### src/rtl/uart_cmd_parser.sv
// UART command frame parser: START/ID/CMD/VAL/CHK frames with XOR checksum and inter-byte timeout.
// Optional frame statistics counters are enabled with `define UART_CMD_PARSER_STATS_EN.
module uart_cmd_parser #(
  parameter logic [7:0] START_BYTE     = 8'hAA,
  parameter int         TIMEOUT_CYCLES = 500000,
  parameter int         CNT_W          = 20
) (
  input  logic        clk,
  input  logic        rst_n,
  input  logic [7:0]  rx_data,
  input  logic        rx_rdy,
  output logic        rdy_clr,
  output logic        cmd_valid,
  output logic [7:0]  dev_id,
  output logic [7:0]  cmd,
  output logic [7:0]  value,
  output logic        frame_err
`ifdef UART_CMD_PARSER_STATS_EN
  ,
  output logic [15:0] good_count,
  output logic [15:0] err_count
`endif
);

  typedef enum logic [2:0] {S_IDLE, S_ID, S_CMD, S_VAL, S_CHK} state_t;

  localparam logic [CNT_W-1:0] TO_LAST = CNT_W'(TIMEOUT_CYCLES - 1);

  state_t           r_state, w_state_nxt;
  logic [1:0]       r_blk;
  logic [CNT_W-1:0] r_cnt;
  logic [7:0]       r_acc, r_id, r_cmd, r_val;
  logic             w_accept, w_timeout, w_good, w_bad;

  // r_blk masks rx_rdy for two cycles so the receiver has time to drop it after rdy_clr
  assign w_accept  = rx_rdy && (r_blk == 2'd0);
  assign w_timeout = (r_state != S_IDLE) && !w_accept && (r_cnt == TO_LAST);

  always_ff @(posedge clk or negedge rst_n) begin
    if (!rst_n) r_state <= S_IDLE;
    else        r_state <= w_state_nxt;
  end

  always_comb begin
    w_state_nxt = r_state;
    w_good      = 1'b0;
    w_bad       = 1'b0;
    if (w_accept) begin
      case (r_state)
        S_IDLE:  if (rx_data == START_BYTE) w_state_nxt = S_ID;
        S_ID:    w_state_nxt = S_CMD;
        S_CMD:   w_state_nxt = S_VAL;
        S_VAL:   w_state_nxt = S_CHK;
        S_CHK: begin
          w_good      = (rx_data == r_acc);
          w_bad       = (rx_data != r_acc);
          w_state_nxt = S_IDLE;
        end
        default: w_state_nxt = S_IDLE;
      endcase
    end else if (w_timeout) begin
      w_bad       = 1'b1;
      w_state_nxt = S_IDLE;
    end
  end

  always_ff @(posedge clk or negedge rst_n) begin
    if (!rst_n) begin
      rdy_clr   <= 1'b0;
      cmd_valid <= 1'b0;
      frame_err <= 1'b0;
      dev_id    <= 8'h00;
      cmd       <= 8'h00;
      value     <= 8'h00;
      r_blk     <= 2'd0;
      r_cnt     <= '0;
      r_acc     <= 8'h00;
      r_id      <= 8'h00;
      r_cmd     <= 8'h00;
      r_val     <= 8'h00;
    end else begin
      rdy_clr   <= w_accept;
      cmd_valid <= w_good;
      frame_err <= w_bad;
      if (w_accept)             r_blk <= 2'd2;
      else if (r_blk != 2'd0)   r_blk <= r_blk - 2'd1;
      // Counter idles at zero outside a frame and restarts on every accepted byte
      if (w_accept || w_timeout || (r_state == S_IDLE)) r_cnt <= '0;
      else                                              r_cnt <= r_cnt + 1'b1;
      if (w_accept) begin
        case (r_state)
          S_ID:  begin r_id  <= rx_data; r_acc <= rx_data;         end
          S_CMD: begin r_cmd <= rx_data; r_acc <= r_acc ^ rx_data; end
          S_VAL: begin r_val <= rx_data; r_acc <= r_acc ^ rx_data; end
          default: ;
        endcase
      end
      if (w_good) begin
        dev_id <= r_id;
        cmd    <= r_cmd;
        value  <= r_val;
      end
    end
  end

`ifdef UART_CMD_PARSER_STATS_EN
  always_ff @(posedge clk or negedge rst_n) begin
    if (!rst_n) begin
      good_count <= 16'h0000;
      err_count  <= 16'h0000;
    end else begin
      if (cmd_valid && (good_count != 16'hFFFF)) good_count <= good_count + 16'h0001;
      if (frame_err && (err_count  != 16'hFFFF)) err_count  <= err_count  + 16'h0001;
    end
  end
`endif

endmodule

### config.mk
export PLATFORM = sky130hd
export DESIGN_NAME = uart_cmd_parser
export DESIGN_NICKNAME = d
export VERILOG_FILES = /design/src/rtl/uart_cmd_parser.sv
export SDC_FILE = /design/constraint.sdc
export NUM_CORES = 1
export LEC_CHECK = 0
export ABC_CLOCK_PERIOD_IN_PS = 2200
export BUFFER_PORTS_ARGS = -buffer_cell sky130_fd_sc_hd__buf_2
export CORE_MARGIN = 2
export CORE_UTILIZATION = 58
export CTS_CLUSTER_SIZE = 10
export DETAILED_ROUTE_END_ITERATION = 7
export GPL_ROUTABILITY_DRIVEN = 1
export MAX_ROUTING_LAYER = met4
export PLACE_DENSITY = 0.79
export SLEW_MARGIN = 20
export SYNTH_ARGS = -nofsm -noshare
export SYNTH_HDL_FRONTEND = slang
export SYNTH_SLANG_ARGS = --single-unit
### constraint.sdc
create_clock -name clk -period 2.2 [get_ports clk]
set_clock_uncertainty 0.05 [all_clocks]
set_input_delay 0.22 -clock clk [delete_from_list [all_inputs] [get_ports clk]]
set_output_delay 0.22 -clock clk [all_outputs]
set_load 0.02 [all_outputs]
==> flow_summary.toml, run 1 <==
[final_layout]
diodes = 0
final_nets = 361
fin_area_um2 = 4200
area_delta_synth_final_pct = 13.4
layout-drive-gt1-share_pct = 33.8
stdcell_count = 429

[floorplan]
io-pin-count = 38
dieArea_um2 = 7050
core_area_um2 = 6280
initial_core_util_pct = 59.1
rows = 29
die_x_um = 84.0
die_y_um = 84.0

[global_routing]
grt_max_degree = 50
busiest_layer = "met2"
met2_usage_pct = 35.1
use_met3_pct = 5.24
grt_pass1_wl_um = 11700
overflow = 0
grtUsageTotal_pct = 21.9
grt_pass1_vias = 2443
grt_antenna_before_repair = 0
use_met1_pct = 26.7

[worst_setup_path]
worst-path-max-fanout = 25
path_class = "register to register"
start_kind = "register"
slowest_delay_ns = 0.41
worstPathArrival_ns = 2.22
cp_data_required_time_ns = 2.39
crit_chain = "inv_1 > ha_1 > nand2_1 > nor4b_1 > nand4_2 > buf_4 > mux2_1"
endpoint_kind = "register"
cp_slowest_cell = "nor4b_1"

[timing]
setup_violations = 0
hold_viol = 0
tightest_slew_ns = 0.590
finalSetupTns_ns = 0
relSlewSlack_pct = 60.6
fmax_ghz = 0.492
period_minus_slack_ns = 2.03
timing.final.crit_share_pct = 92.4
slew_violations = 0
grt_setup_unrepaired = "false"

[flow_run]
cap_violations = 0

[detailed_routing]
first_iter_violations = 141
wl_per_cell_um = 16.0
first_pass_iters = 4
vias_per_cell = 5.67
postRouteAntennaNets = 0
drt-total-wl_um = 6870
drc = 0
routed-via-count = 2433

[synth]
yosys.area.top_type = "dfrtp_1"
synth-compound-area-share_pct = 5.40
synthAdderAreaFrac_pct = 0.675
synth_xor_xnor_area_share_pct = 4.96
synth-main-ff-cell = "dfrtp_1"
synthSimpleGateAreaFrac_pct = 12.7
synth.area.top_cells = "dfrtp_1 57%, mux2_2 14%, a21oi_1 2.8%, xor2_1 2.6%, nor2_1 2.4%"
synthArstFlopShare_pct = 100
synth_cell_type_count = 43
yosys_warnings = 0
ys_seq_area_share_pct = 56.7
syn_area_per_cell_um2 = 12.3
netlist_area_um2 = 3710
syn_nets = 314
muxShareOfSynthArea_pct = 16.7
synth_top_family_by_area = "multiplexers"
synthCells = 301
synth_top_area_share_pct = 56.7
synth_seq_cells = 84
synth_edf_count = 0

[place]
place_area_um2 = 4010
port_buffers = 37
placed_cells_incl_taps = 413
gp_congestion = 0.808
dp_hpwl_um = 4750

[clocking]
htree_levels = 3
cts_buffers = 9
clock_latency_ns = 0.35
postCtsResizedCells = 0
cts.sinks = 84
clock-root-buffer = "clkbuf_8"
cts_tree = "yes"
post_cts.repair.setup_buffers = 0
holdBufCountCts = 1
clkTransAtPathRegs_ns = 0.08
clk_path_buf_depth = 2

[power]
p_total_mw = 3.52
p_leak_nw = 2.07
vdd_ir_drop_max_mv = 0.544
p_per_area_nw_per_um2 = 837

[worst_hold_path]
hold_class = "input pin to register"

[run_status]
status = "finished clean"
power by group:
group	switching, mW	internal, mW
combinational	0.386	0.302
clock	0.535	0.519
sequential	0.0871	1.69
total	1.01	2.51
registers in the layout, indices dropped and copies added, names as in the netlist, 3 cells and up:
name,cells
dev_id,8
r_state,3
r_val,8
r_acc,8
r_id,8
cmd,8
value,8
r_cnt,20
r_cmd,8
worst max-delay path: cells and delay by family, from the launching register on:
family                   cells  cell delay [ns]
buffers and inverters        2             0.33
adder cells (fa/ha/maj)      1             0.19
AND/OR/NAND/NOR              3             0.61
multiplexers                 1             0.34
flip-flops                   1             0.39
cell usage after synthesis, drive strengths merged (8+ instances only):
| library cell | count |
|---|---|
| mux2i | 8 |
| nand4 | 8 |
| nor3 | 8 |
| nand2 | 14 |
| dfrtp | 84 |
| xnor2 | 10 |
| mux2 | 48 |
| nor2 | 24 |
| xor2 | 11 |
| buf | 8 |
| a21oi | 21 |
cell type report:
class / instances / area, um^2
repair buffers: 51 / 295
inverters: 7 / 26.3
well taps: 77 / 96.3
clock inverters: 4 / 51.3
fillers: 474 / 2070
multi-input cells: 195 / 1500
flip-flops and latches: 84 / 2100
clock buffers: 11 / 131
placed cells by master, fill, tap and decap left out, types with 2 or more instances in the layout:
cell / Yosys / routed
xor2_1: 11 / 11
nor3_1: 7 / 7
dfrtp_1: 84 / 84
nand2_1: 14 / 14
nor4_2: 2 / 2
clkbuf_1: 5 / 2
nor2_1: 24 / 24
nand3_1: 6 / 6
or2_2: 2 / 2
inv_1: 7 / 7
mux2_2: 45 / 45
ha_1: 2 / 2
a21oi_1: 21 / 21
o21ai_0: 2 / 2
nor4bb_1: 2 / 2
nand2b_1: 2 / 2
buf_2: 4 / 36
mux2i_1: 8 / 8
xnor2_1: 10 / 10
mux2_1: 3 / 3
a311oi_1: 2 / 2
nor4b_1: 4 / 4
a31o_2: 2 / 2
or3_1: 2 / 2
buf_4: 0 / 14
nor4_1: 4 / 4
clkbuf_8: 0 / 9
nand4_1: 6 / 6
final timing paths:
path                            start         to  slack (ns)  cells past startpoint
hold / removal             rx_data[7]   r_acc[7]        0.12                      2
setup reg to reg             r_blk[0]  dev_id[4]        0.17                      7
setup / recovery             r_blk[0]  dev_id[4]        0.17                      7
min in group asynchronous       rst_n   r_cnt[7]        0.36                      2
max in group asynchronous       rst_n   r_blk[0]        1.12                      3
hold reg to reg              r_blk[0]   r_blk[0]        0.43                      1
per-layer routing:
| layer | share of wire [%] | routed length [um] |
|---|---|---|
| met3 | 2.9 | 201 |
| met4 | 1.4 | 99 |
| met2 | 50 | 3460 |
| met5 | 0 | 0 |
| met1 | 45 | 3110 |
through the flow:
step	util (%)	hold slack [ns]	worst slack, ns
2_1_floorplan	-	-0.126	0.235
3_5_place_dp	63.9	0.218	0.167
6_report	67.0	0.119	0.166
4_1_cts	67.0	0.0960	0.150
5_1_grt	67.0	0.120	0.0161
3_3_place_gp	63.9	0.212	0.219
kinds of logic after synthesis:
| group | count (synthesis) |
|---|---|
| compound gates | 33 |
| xor+xnor | 21 |
| fa+ha+maj | 2 |
| buf+inv | 22 |
| flops | 84 |
| mux | 56 |
| simple gates | 83 |
No activity file was read; power rests on OpenSTA's default activity.
==> inputs of run 2 (changes only) <==
- ABC_AREA: not set -> 1
- CORE_UTILIZATION: 58 -> 59
- PLACE_DENSITY: 0.79 -> 0.8
==> run 2 against run 1 <==
  * Final area grew 2.7%
  * Via count rose by 24%
  * Setup slack better by 0.16 ns
  * Worst hold slack got worse by 0.011 ns
  * Critical path type unchanged
  * Largest power group unchanged
==> flow_summary.toml, run 2 <==
[synth]
synth_top_area_share_pct = 54.6
synthCells = 435
yosysMostFrequentCell = "nand2_1"
yosys_warnings = 0
yosys.area.top_type = "dfrtp_1"
ys_seq_area_share_pct = 54.6
synth_seq_cells = 84
syn_nets = 448
synth_edf_count = 0
netlist_area_um2 = 3850
synthArstFlopShare_pct = 100
synth_cell_type_count = 27
synthTopCellsByCount = "149 x nand2_1, 84 x dfrtp_1, 45 x nor2_1, 30 x nand4_1, 28 x inv_1"
syn_area_per_cell_um2 = 8.86
synth-main-ff-cell = "dfrtp_1"
synth.area.top_cells = "dfrtp_1 55%, nand2_1 15%, nand4_1 4.9%, nor2_1 4.4%, inv_1 2.7%"

[detailed_routing]
vias_per_cell = 5.39
postRouteAntennaNets = 0
first_pass_iters = 4
wl_per_cell_um = 13.9
first_iter_violations = 219
routed-via-count = 3018
drc = 0
drt-total-wl_um = 7780

[timing]
grt_setup_unrepaired = "false"
setup_violations = 0
fmax_ghz = 0.534
slew_violations = 0
hold_viol = 0
relSlewSlack_pct = 62.7
period_minus_slack_ns = 1.87
timing.final.crit_share_pct = 85.2
setup_ws_ns = 0.326
finalSetupTns_ns = 0
tightest_slew_ns = 0.560

[clocking]
clock_latency_ns = 0.37
clk_path_buf_depth = 2
cts.sinks = 84
clkTransAtPathRegs_ns = 0.09
clock-root-buffer = "clkbuf_8"
cts_tree = "yes"
holdBufCountCts = 1
cts_buffers = 9
htree_levels = 3
postCtsResizedCells = 0
post_cts.repair.setup_buffers = 0

[worst_setup_path]
worstReg2RegEnd = "r_acc[3]"
reg2reg_depth = 8
path_class = "register to register"
endpoint_kind = "register"
worstPathArrival_ns = 2.08
regToRegStartpoint = "r_blk[0]"
worst-path-max-fanout = 16
cp_data_required_time_ns = 2.41
reg2reg_slack_ns = 0.33
start_kind = "register"

[floorplan]
die_x_um = 84.8
rows = 29
io-pin-count = 38
dieArea_um2 = 7190
die_y_um = 84.8
core_area_um2 = 6350
initial_core_util_pct = 60.7

[power]
p_switching_mw = 1.43
p_total_mw = 4.12
p_sw_share_pct = 34.7
p_leak_nw = 2.20
p_seq_share_pct = 51.0
clkPwrFrac_pct = 24.9
p_int_mw = 2.69
vdd_ir_drop_max_mv = 0.754
p_per_area_nw_per_um2 = 954
combPwrFrac_pct = 24.1

[worst_hold_path]
hold_class = "input pin to register"
hold_depth = 3
hold_path_end = "r_id[7]"
hold_start = "rx_data[7]"

[place]
dp_hpwl_um = 5670
gp_congestion = 0.875
port_buffers = 37
dp_worst_setup_slack_ns = 0.332

[final_layout]
final_nets = 491
largest_register = "r_cnt"
largest_reg_flops = 20
layout-drive-gt1-share_pct = 15.7
diodes = 0
area_delta_synth_final_pct = 12.0
layout.cells.most_common = "nand2_1"
final_cell_mix = "149 x nand2_1, 84 x dfrtp_1, 45 x nor2_1"

[global_routing]
grt_pass1_wl_um = 13500
grtUsageTotal_pct = 24.7
grt_antenna_before_repair = 0
grt_pass1_vias = 2877
overflow = 0
grt_max_degree = 44

[flow_run]
cap_violations = 0

[run_status]
status = "finished clean"
==> run 2: cell count changes after synthesis, sizes merged, moves of 19 or more <==
cell	before	now
nand4	8	30
inv	7	29
nor2	24	48
a21oi	21	2
nand2	14	150
mux2	48	5
==> run 2: per-layer routing <==
metal	part of all wire [%]	track usage, %
met5	0	-
met2	47	36.4
met3	4.4	3.83
met4	2.1	10.8
met1	47	34.3
==> run 2: cells by family (layout without fill, tap and decap cells) <==
| group | Yosys count | after routing | synth area share [%] |
|---|---|---|---|
| buf+inv | 44 | 92 | 5.29 |
| compound gates | 29 | 29 | 5.07 |
| fa+ha+maj | 2 | 2 | 0.649 |
| mux | 5 | 5 | 1.46 |
| simple gates | 250 | 250 | 28.2 |
| xor+xnor | 21 | 21 | 4.77 |
| flops | 84 | 84 | 54.6 |
==> run 2: power by group through the flow <==
stage | Combinational, mW | Sequential, mW | Clock, mW
after global routing | 1.14 | 2.14 | 1.11
after detailed placement | 0.993 | 2.12 | 0
after CTS | 1.00 | 2.09 | 1.05
after floorplan | 0.766 | 2.07 | 0
after global placement | 0.941 | 2.10 | 0
final | 0.991 | 2.10 | 1.03
==> run 2: worst max path at each step <==
stage	from	endpoint	slack (ns)
after CTS	r_blk[0]	r_val[3]	0.33
after floorplan	r_blk[0]	r_cmd[1]	0.46
after global placement	r_blk[0]	r_acc[2]	0.46
after detailed placement	r_blk[0]	r_acc[5]	0.33
after global routing	r_blk[0]	r_val[3]	0.12
final	r_blk[0]	r_acc[3]	0.33
==> run 2: critical path, stage by stage, from the launching register on <==
cell and delay, ns:
dfrtp_1 0.37, inv_1 0.08, ha_1 0.18, nand2_2 0.11, inv_1 0.15, nand3_2 0.11, nand2_1 0.41, o211ai_1 0.17
o21a_1 0.14
==> run 2: cell type report <==
cell class              instances  area [um^2]
clock buffers                   9          124
inverters                      29          109
well taps                      77         96.3
multi-input cells             307         1550
flip-flops and latches         84         2100
clock inverters                 7         61.3
repair buffers                 47          278
fillers                       532         2030
==> run 2: metrics by stage <==
stage | util [%] | hold WS, ns | instance area, um^2 | std cells
final | 68.0 | 0.108 | 4320 | 560
after global routing | 68.0 | 0.114 | 4320 | 560
after CTS | 68.0 | 0.0868 | 4320 | 560
after detailed placement | 64.9 | 0.208 | 4120 | 543
after global placement | 64.9 | 0.196 | 4120 | 543
after floorplan | - | -0.126 | 3850 | 435
==> inputs of run 3 (changes only) <==
- ABC_CLOCK_PERIOD_IN_PS: 2200 -> 2360
- CORE_UTILIZATION: 59 -> 63
- PLACE_DENSITY: 0.8 -> 0.84
- clock period: 2.2 -> 2.36 ns (I/O delays scaled with it)
==> run 3 against run 2 <==
  * Final area barely moved
  * Sequential share of layout area hardly changed
  * Clock power is 5% lower
  * Sequential power down 7%
  * Die area fell by 6.0%
  * Wire length is 3.1% higher
  * Critical endpoint is now r_val[3]
  * Largest cell class unchanged
==> flow_summary.toml, run 3 (synthesis results as in run 2) <==
[final_layout]
largest_register = "r_cnt"
fillers = 448
diodes = 0
layout.cells.most_common = "nand2_1"
layout-drive-gt1-share_pct = 15.3
final-seq-area_um2 = 2100
area_delta_synth_final_pct = 12.0
multi_input_area_um2 = 1550
final_cell_mix = "149 x nand2_1, 84 x dfrtp_1, 45 x nor2_1"
fin_area_um2 = 4310
final_nets = 491
largest_reg_flops = 20

[clocking]
clkTransAtPathRegs_ns = 0.08
cts.sinks = 84
cts_tree = "yes"
post_cts.repair.setup_buffers = 0
clk_path_buf_depth = 2
clock-root-buffer = "clkbuf_8"
clock_latency_ns = 0.36
postCtsResizedCells = 0
htree_levels = 3
cts_buffers = 9

[power]
p_leak_nw = 2.20
p_per_area_nw_per_um2 = 897
vdd_ir_drop_max_mv = 0.631

[global_routing]
grt_antenna_before_repair = 0
grtUsageTotal_pct = 27.2
grt_max_degree = 47
grt_pass1_vias = 3016
overflow = 0
grt_pass1_wl_um = 13400

[timing]
tightest_slew_ns = 0.582
fmax_ghz = 0.509
setup_violations = 0
hold_viol = 0
relSlewSlack_pct = 61.2
timing.final.crit_share_pct = 83.2
slew_violations = 0
period_minus_slack_ns = 1.96
grt_setup_unrepaired = "false"
finalSetupTns_ns = 0

[worst_setup_path]
crit_chain = "inv_1 > ha_1 > nand2_2 > inv_1 > nand3_2 > nor2_2 > inv_1 > nand2_1 > o21ai_0"
reg2reg_slack_ns = 0.40
start_kind = "register"
cp_data_required_time_ns = 2.54
cp_slowest_cell = "dfrtp_1"
worst-path-max-fanout = 12
worstPathArrival_ns = 2.15
slowest_delay_ns = 0.36
cp_num_buf_inv = 3
crit_top_cell = "inv_1"
endpoint_kind = "register"
path_class = "register to register"
regToRegStartpoint = "r_blk[0]"
worstReg2RegEnd = "r_val[3]"
path_delay_family = "simple AND/OR/NAND/NOR gates"
reg2reg_depth = 9

[floorplan]
io-pin-count = 38
die_y_um = 82.2
die_x_um = 82.2
dieArea_um2 = 6760
core_area_um2 = 5920
initial_core_util_pct = 65.1
rows = 28

[detailed_routing]
wl_per_cell_um = 14.4
postRouteAntennaNets = 0
first_iter_violations = 252
routed-via-count = 3120
drt-total-wl_um = 8020
drc = 0
first_pass_iters = 5
vias_per_cell = 5.59

[worst_hold_path]
hold_depth = 3
hold_start = "rx_data[0]"
hold_class = "input pin to register"
hold_path_end = "r_id[0]"

[run_status]
status = "finished clean"

[place]
dp_hpwl_um = 5640
place_area_um2 = 4120
gp_congestion = 0.859
port_buffers = 37

[flow_run]
cap_violations = 0
run 3: cell types whose count changed in the layout (fill, tap and decap cells not counted):
cell,before,now
clkbuf_1,0,2
clkinv_4,3,0
clkinv_2,1,3
inv_8,2,0
bufinv_16,0,1
run 3: worst reg2reg max path, stage by stage, from the launching register on:
cell and delay, ns:
dfrtp_1 0.36, inv_1 0.09, ha_1 0.19, nand2_2 0.12
inv_1 0.18, nand3_2 0.12, nor2_2 0.25, inv_1 0.28
nand2_1 0.14, o21ai_0 0.08
run 3: metrics by stage:
| step | setup WS [ns] | power (mW) | utilization (%) | std cells | hold slack, ns |
|---|---|---|---|---|---|
| 2_1_floorplan | 0.620 | 2.64 | - | 435 | -0.110 |
| 3_3_place_gp | 0.492 | 2.85 | 69.6 | 541 | 0.225 |
| 3_5_place_dp | 0.430 | 2.91 | 69.6 | 541 | 0.226 |
| 4_1_cts | 0.384 | 3.89 | 72.8 | 558 | 0.110 |
| 5_1_grt | 0.204 | 4.10 | 72.8 | 558 | 0.129 |
| 6_report | 0.397 | 3.87 | 72.8 | 558 | 0.122 |
run 3: metal layers:
| metal | wire, um | vias up | GRT usage (%) |
|---|---|---|---|
| li1 | - | 1485 | - |
| met1 | 3670 | 1505 | 37.0 |
| met2 | 3720 | 108 | 38.7 |
| met3 | 435 | 22 | 6.20 |
| met4 | 195 | 0 | 13.5 |
| met5 | 0 | - | - |
run 3: repair_timing:
item,CTS,global route
hold endpoints to repair,45,0
setup endpoints to repair,0,0
hold buffers,1,0
run 3: area by class of cell:
class / instances / share of cell area, %
clock inverter: 5 / 1.22
sequential: 84 / 48.7
tap: 75 / 2.18
clock buffer: 11 / 3.05
timing repair buffer: 47 / 6.44
multi-input combinational: 307 / 35.9
inverter: 29 / 2.52
run 3: report_power, final:
part | switching [mW] | internal, mW
logic | 0.566 | 0.371
registers | 0.209 | 1.74
clock network | 0.496 | 0.484
run 3: worst max path at each step:
stage | cells past startpoint | startpoint | endpoint
after floorplan | 8 | r_blk[0] | r_cmd[1]
after global placement | 9 | r_blk[0] | r_val[3]
after detailed placement | 9 | r_blk[0] | r_val[5]
after CTS | 9 | r_blk[0] | r_val[3]
after global routing | 9 | r_blk[0] | r_val[3]
final | 9 | r_blk[0] | r_val[3]
